## config.mk

```make
export PLATFORM = sky130hd
export DESIGN_NAME = stonyman_frame_sequencer
export DESIGN_NICKNAME = d
export VERILOG_FILES = /design/src/rtl/stonyman_pkg.sv /design/src/rtl/seq_timer.sv /design/src/rtl/stonyman_frame_sequencer.sv
export SDC_FILE = /design/constraint.sdc
export NUM_CORES = 1
export LEC_CHECK = 0
export BUFFER_PORTS_ARGS = -buffer_cell sky130_fd_sc_hd__buf_2
export CORE_ASPECT_RATIO = 1.2
export CORE_MARGIN = 2
export CORE_UTILIZATION = 60
export CTS_CLUSTER_SIZE = 40
export DETAILED_ROUTE_END_ITERATION = 10
export GPL_TIMING_DRIVEN = 0
export MAX_ROUTING_LAYER = met4
export PLACE_DENSITY_LB_ADDON = 0.1
export RECOVER_POWER = 25
export SYNTH_ARGS = -nofsm -noshare
export SYNTH_HDL_FRONTEND = slang
export SYNTH_SLANG_ARGS = --single-unit
```

## constraint.sdc

```tcl
create_clock -name clk -period 7.26 [get_ports clk]
set_clock_uncertainty 0.1 [all_clocks]
set_input_delay 0.363 -clock clk [delete_from_list [all_inputs] [get_ports clk]]
set_output_delay 0.363 -clock clk [all_outputs]
set_load 0.01 [all_outputs]
```

## src/rtl/stonyman_pkg.sv

```systemverilog
// Shared definitions for the Stonyman frame sequencer: state encoding, widths and default geometry.
package stonyman_pkg;

  localparam int unsigned SEQ_STATE_W        = 3;
  localparam int unsigned SEQ_TIMER_W        = 8;
  localparam int unsigned DEF_ROWS           = 112;
  localparam int unsigned DEF_COLS           = 112;
  localparam int unsigned DEF_ADDR_BITS      = 7;
  localparam int unsigned DEF_TIMEOUT_COUNTS = 255;

  typedef logic [SEQ_STATE_W-1:0] seq_state_t;

  localparam logic [SEQ_STATE_W-1:0] SEQ_IDLE      = 3'd0;
  localparam logic [SEQ_STATE_W-1:0] SEQ_SELECT    = 3'd1;
  localparam logic [SEQ_STATE_W-1:0] SEQ_SETTLE    = 3'd2;
  localparam logic [SEQ_STATE_W-1:0] SEQ_CAPTURE   = 3'd3;
  localparam logic [SEQ_STATE_W-1:0] SEQ_WAIT_DONE = 3'd4;
  localparam logic [SEQ_STATE_W-1:0] SEQ_ADVANCE   = 3'd5;

endpackage

```

## src/rtl/seq_timer.sv

```systemverilog
// Saturating up-counter with clear/enable; hit_c flags count >= limit.
module seq_timer
  import stonyman_pkg::*;
#(
  parameter int unsigned W = SEQ_TIMER_W
) (
  input  logic         clk,
  input  logic         reset,
  input  logic         clr,
  input  logic         en,
  input  logic [W-1:0] limit,
  output logic         hit_c
);

  logic [W-1:0] count_q;
  logic [W-1:0] count_d;

  always_comb begin
    count_d = count_q;
    if (clr) begin
      count_d = '0;
    end else if (en && (count_q != {W{1'b1}})) begin
      count_d = count_q + W'(1);
    end
  end

  always_ff @(posedge clk) begin
    if (reset) begin
      count_q <= '0;
    end else begin
      count_q <= count_d;
    end
  end

  assign hit_c = (count_q >= limit);

endmodule

```

## src/rtl/stonyman_frame_sequencer.sv

```systemverilog
// Walks the pixel raster: select, settle, fire one ADC capture, wait for track-done, advance.
module stonyman_frame_sequencer
  import stonyman_pkg::*;
#(
  parameter int unsigned ROWS           = DEF_ROWS,
  parameter int unsigned COLS           = DEF_COLS,
  parameter int unsigned ADDR_BITS      = DEF_ADDR_BITS,
  parameter int unsigned TIMEOUT_COUNTS = DEF_TIMEOUT_COUNTS
) (
  input  logic                   clk,
  input  logic                   reset,
  input  logic                   frame_start,
  input  logic                   frame_abort,
  input  logic [SEQ_TIMER_W-1:0] settle_counts,
  output logic                   pix_sel_valid,
  input  logic                   pix_sel_ready,
  output logic [ADDR_BITS-1:0]   pix_row,
  output logic [ADDR_BITS-1:0]   pix_col,
  output logic                   adc_capture_start,
  input  logic                   adc_capture_done,
  output logic                   frame_busy,
  output logic                   frame_done,
  output logic                   frame_error,
  output logic [SEQ_STATE_W-1:0] seq_state
);

  localparam logic [ADDR_BITS-1:0]   ROW_LAST    = ADDR_BITS'(ROWS - 1);
  localparam logic [ADDR_BITS-1:0]   COL_LAST    = ADDR_BITS'(COLS - 1);
  localparam logic [SEQ_TIMER_W-1:0] TIMEOUT_LIM = SEQ_TIMER_W'(TIMEOUT_COUNTS - 1);

  seq_state_t             state_q, state_d;
  logic [ADDR_BITS-1:0]   row_q, row_d;
  logic [ADDR_BITS-1:0]   col_q, col_d;
  logic                   pending_q, pending_d;
  logic [SEQ_TIMER_W-1:0] settle_q, settle_d;
  logic                   pix_sel_valid_q, pix_sel_valid_d;
  logic                   adc_capture_start_q, adc_capture_start_d;
  logic                   frame_busy_q, frame_busy_d;
  logic                   frame_done_q, frame_done_d;
  logic                   frame_error_q, frame_error_d;

  logic                   timer_clr;
  logic                   timer_en;
  logic [SEQ_TIMER_W-1:0] timer_limit;
  logic                   timer_hit_c;

  // One timer serves both SETTLE and WAIT_DONE; it is held cleared elsewhere so each entry starts at 0.
  always_comb begin
    timer_en    = (state_q == SEQ_SETTLE) || (state_q == SEQ_WAIT_DONE);
    timer_clr   = !timer_en;
    timer_limit = (state_q == SEQ_SETTLE) ? (settle_q - SEQ_TIMER_W'(1)) : TIMEOUT_LIM;
  end

  seq_timer #(.W(SEQ_TIMER_W)) u_timer (
    .clk   (clk),
    .reset (reset),
    .clr   (timer_clr),
    .en    (timer_en),
    .limit (timer_limit),
    .hit_c (timer_hit_c)
  );

  // Next-state, raster position and pulse generation.
  always_comb begin
    state_d       = state_q;
    row_d         = row_q;
    col_d         = col_q;
    pending_d     = pending_q;
    settle_d      = settle_q;
    frame_done_d  = 1'b0;
    frame_error_d = 1'b0;

    if ((state_q != SEQ_IDLE) && frame_start) begin
      pending_d = 1'b1;
    end

    case (state_q)
      SEQ_IDLE: begin
        if (frame_start || pending_q) begin
          row_d     = '0;
          col_d     = '0;
          pending_d = 1'b0;
          state_d   = SEQ_SELECT;
        end
      end
      SEQ_SELECT: begin
        if (pix_sel_ready) begin
          settle_d = settle_counts;
          state_d  = (settle_counts == '0) ? SEQ_CAPTURE : SEQ_SETTLE;
        end
      end
      SEQ_SETTLE: begin
        if (timer_hit_c) begin
          state_d = SEQ_CAPTURE;
        end
      end
      SEQ_CAPTURE: begin
        state_d = SEQ_WAIT_DONE;
      end
      SEQ_WAIT_DONE: begin
        if (adc_capture_done) begin
          state_d = SEQ_ADVANCE;
        end else if (timer_hit_c) begin
          frame_error_d = 1'b1;
          state_d       = SEQ_IDLE;
        end
      end
      SEQ_ADVANCE: begin
        if (col_q < COL_LAST) begin
          col_d   = col_q + ADDR_BITS'(1);
          state_d = SEQ_SELECT;
        end else begin
          col_d = '0;
          if (row_q < ROW_LAST) begin
            row_d   = row_q + ADDR_BITS'(1);
            state_d = SEQ_SELECT;
          end else begin
            frame_done_d = 1'b1;
            state_d      = SEQ_IDLE;
          end
        end
      end
      default: begin
        state_d = SEQ_IDLE;
      end
    endcase

    // Abort overrides everything, including a coincident capture_done or start.
    if (frame_abort && (state_q != SEQ_IDLE)) begin
      state_d       = SEQ_IDLE;
      pending_d     = 1'b0;
      row_d         = row_q;
      col_d         = col_q;
      frame_done_d  = 1'b0;
      frame_error_d = 1'b0;
    end

    pix_sel_valid_d     = (state_d == SEQ_SELECT);
    adc_capture_start_d = (state_d == SEQ_CAPTURE);
    frame_busy_d        = (state_d != SEQ_IDLE);
  end

  always_ff @(posedge clk) begin
    if (reset) begin
      state_q             <= SEQ_IDLE;
      row_q               <= '0;
      col_q               <= '0;
      pending_q           <= 1'b0;
      settle_q            <= '0;
      pix_sel_valid_q     <= 1'b0;
      adc_capture_start_q <= 1'b0;
      frame_busy_q        <= 1'b0;
      frame_done_q        <= 1'b0;
      frame_error_q       <= 1'b0;
    end else begin
      state_q             <= state_d;
      row_q               <= row_d;
      col_q               <= col_d;
      pending_q           <= pending_d;
      settle_q            <= settle_d;
      pix_sel_valid_q     <= pix_sel_valid_d;
      adc_capture_start_q <= adc_capture_start_d;
      frame_busy_q        <= frame_busy_d;
      frame_done_q        <= frame_done_d;
      frame_error_q       <= frame_error_d;
    end
  end

  assign pix_sel_valid     = pix_sel_valid_q;
  assign pix_row           = row_q;
  assign pix_col           = col_q;
  assign adc_capture_start = adc_capture_start_q;
  assign frame_busy        = frame_busy_q;
  assign frame_done        = frame_done_q;
  assign frame_error       = frame_error_q;
  assign seq_state         = state_q;

endmodule

```

==> metrics.txt <==
status=complete, no violations; Synthesized Nets=277; All-Layer GR Usage=24.2%; pwr dens=~180 nW/um^2; Commonest cells post-synth=dfxtp_1, nor2_1, nand2_1; #FFs+latches synth=39; Antenna Diode Count=0; Worst Hold Slack=0.153 ns; Gate power share=13.3%; CTS Buf Count=5; clock latency at the later pin of the worst-skew pair=0.30 ns; # hold bufs at CTS=0; routability cong.=between 0.8 and 0.9; ys async rst share=0%; count leader, synth=dfxtp_1; WP data arrival=between 3 and 4 ns; Initial DRT Pass Iterations=5; Detail Placement HPWL=3410 um; Worst Setup SP=settle_q[2]$_SDFFE_PP0P_; Seq. cell area=slightly below 800 um^2; initial antenna violation count=0; sw power=116 uW; largest net degree at the start of global routing=13; FF-to-FF Start=settle_q[2]$_SDFFE_PP0P_; internal power component=309 uW; Max rail drop VDD=0.169 mV; worst slack at placement=3.84 ns; Synth Area in Compound Gates=14.2%; Synth area leader=dfxtp_1; Post-Synth XOR/XNOR Area=about 7.8%; Post-Syn Area per Cell=8.52 um^2; first-pass GRT wire length=7490 um; Yosys warning total=0; FILL cells=312; Via density=approximately 5.7; final wirelength=4480 um; unrepaired setup endpoints after global routing=no; Worst-path clk slew=0.07 ns; area grow syn2layout=13.3%; vias=1893; ANT nets after route=0; minimum clock period=3.47 ns; Synth Cell Area=2140 um^2; fin crit share=47.7%; die footprint=4060 um^2; Post-synth EDFFs=0; CTS tree=built; hold path cells=2; TritonCTS Sinks=39; area occupied by multi-input gates=1280 um^2; sw frac=27.3%; CP required=7.37 ns; Clock Path Buffers=2; Yosys cell types=45; I/O Buffers=35; std cell rows=23; starting density of the core=63.5%; Fin Setup TNS=0 ns; Worst Path Max Fanout=5; Syn Inst Count=between 200 and 300; share of layout cells above drive strength 1=14.3%; max cap viols=0; CP Capture Type=register; leakage power=0.000994 uW; largest family of logic cells by synthesized area=simple AND/OR/NAND/NOR gates; core region area=between 3000 and 4000 um^2; Seq pwr share=53.1%; WS Path Type=register to register; Residual DRC=0; # IOs=36; Die Y-Extent=between 60 and 70 um; mux share of post-synthesis cell area=under 10%; 1st-iter DRT viols=70; post-cts resize count=0; GRT overflow=0; Hold Path End=frame_error$_SDFF_PP0_; Final Hold Viols=0; simple-gate share of the synthesized area=25.6%; count of final setup violators=0; setup slack after layout=roughly 3.8 ns; Synth area leaders=dfxtp_1, ha_1, nor2_1; fin nets=319; Reg2Reg Setup Slack=3.79 ns; WL per Instance=13.5 um; max-slew violations=0; H-tree Lvls=2; top cell type's share of synthesized area=36.5%; Hold WC Path Type=input port to register; hold path start=adc_capture_done; CP Launch Type=register; Fmax=289 MHz; Primary FF master, synth=dfxtp_1; Clock power frac=33.7%; Worst R2R End=pix_sel_valid$_SDFF_PP0_; Slew Limit Headroom=a little under two fifths; CTS root buf=clkbuf_8; Die Width=58.5 um; R2R depth=10; worst slew pin tran=between 0.9 and 1 ns; sequential-to-total area share from yosys stat=36.5%; post-synthesis adder-cell area fraction=under 10%; Post-CTS Setup Inserts=0; vias in the first global route=about 1700
==> power by group through the flow <==
stage,registers (uW),clock network (uW),logic (uW)
6_report,225,143,56.3
5_1_grt,226,157,62.7
4_1_cts,225,147,57.8
3_5_place_dp,230,0,57.6
3_3_place_gp,230,0,56.2
2_1_floorplan,231,0,39.5
==> worst max path at each step <==
stage                     slack [ns]                  endpoint  cells after the start
after global routing            3.66  pix_sel_valid$_SDFF_PP0_                     10
after detailed placement        3.84  pix_sel_valid$_SDFF_PP0_                     10
after CTS                       3.82  pix_sel_valid$_SDFF_PP0_                     10
final                           3.79  pix_sel_valid$_SDFF_PP0_                     10
after global placement          3.85  pix_sel_valid$_SDFF_PP0_                     10
after floorplan                 4.30  pix_sel_valid$_SDFF_PP0_                     10
==> routing by layer <==
layer | vias up | routed length, um | global-route usage [%]
met4 | 0 | 70 | 8.79
met3 | 6 | 158 | 5.41
met2 | 35 | 2420 | 41.9
met1 | 880 | 1830 | 26.3
li1 | 972 | - | -
met5 | - | 0 | -
==> cells in the final DEF, fill, tap and decap left out, types with 2 or more instances in the layout <==
cell type   n
a41oi_1     2
nand2_1    28
mux2i_1    11
xor2_1     10
a21o_1      2
clkbuf_8    5
buf_2      23
nor3b_1     4
clkinv_2    3
or2_2       2
or3_1       3
and3_1      6
a21oi_1     7
nand4_1     6
ha_1       12
xnor2_1     9
o21ai_0     5
clkbuf_1   18
o41ai_1     2
inv_1      12
nand2b_1    6
nor3_1      7
nor4_1      4
o211ai_1    3
nand3_1     5
dfxtp_1    39
a211oi_1    3
o21a_1      3
nor2_1     36
==> sequential cells by signal, indices dropped and copies added (netlist names) <==
signal and cells:
adc_capture_start 1, frame_busy 1, frame_done 1, frame_error 1
pending_q 1, pix_col 7, pix_row 7, pix_sel_valid 1
seq_state 3, settle_q 8, u_timer.count_q 8
==> cell type report <==
cell class                 instances  area share [%]
buffer                             7            1.34
clock buffer                       5            2.84
clock inverter                     3           0.620
inverter                          12            1.86
multi-input combinational        193            52.7
sequential                        39            32.2
tap                               37            1.91
timing repair buffer              35            6.51
==> metrics by stage <==
stage / utilization [%] / instance area, um^2 / total power [uW] / instances
floorplan: - / 2140 / 270 / 251
global placement: 70.1 / 2360 / 286 / 323
detailed placement: 70.1 / 2360 / 288 / 323
CTS: 72.6 / 2440 / 430 / 331
global route: 71.9 / 2420 / 446 / 331
finish: 71.9 / 2420 / 425 / 331
==> cell families after synthesis <==
logic type | count (synthesis)
and+or+nand+nor | 113
buffers and inverters | 19
xor gates and xnor gates | 19
DFF | 39
muxes | 11
adders and majority gates | 12
AOI/OAI and AO/OA | 38
==> worst max-delay path, cell delays in order, from the launching register on <==
cell      delay (ns)
dfxtp_1         0.35
or3_1           0.39
or2_2           0.30
nor4_1          0.23
xor2_1          0.19
nor2_1          0.06
ha_1            0.29
nand2_1         0.06
o41ai_1         0.86
o221ai_1        0.26
a211oi_1        0.28
(Power assumes the default switching activity.)
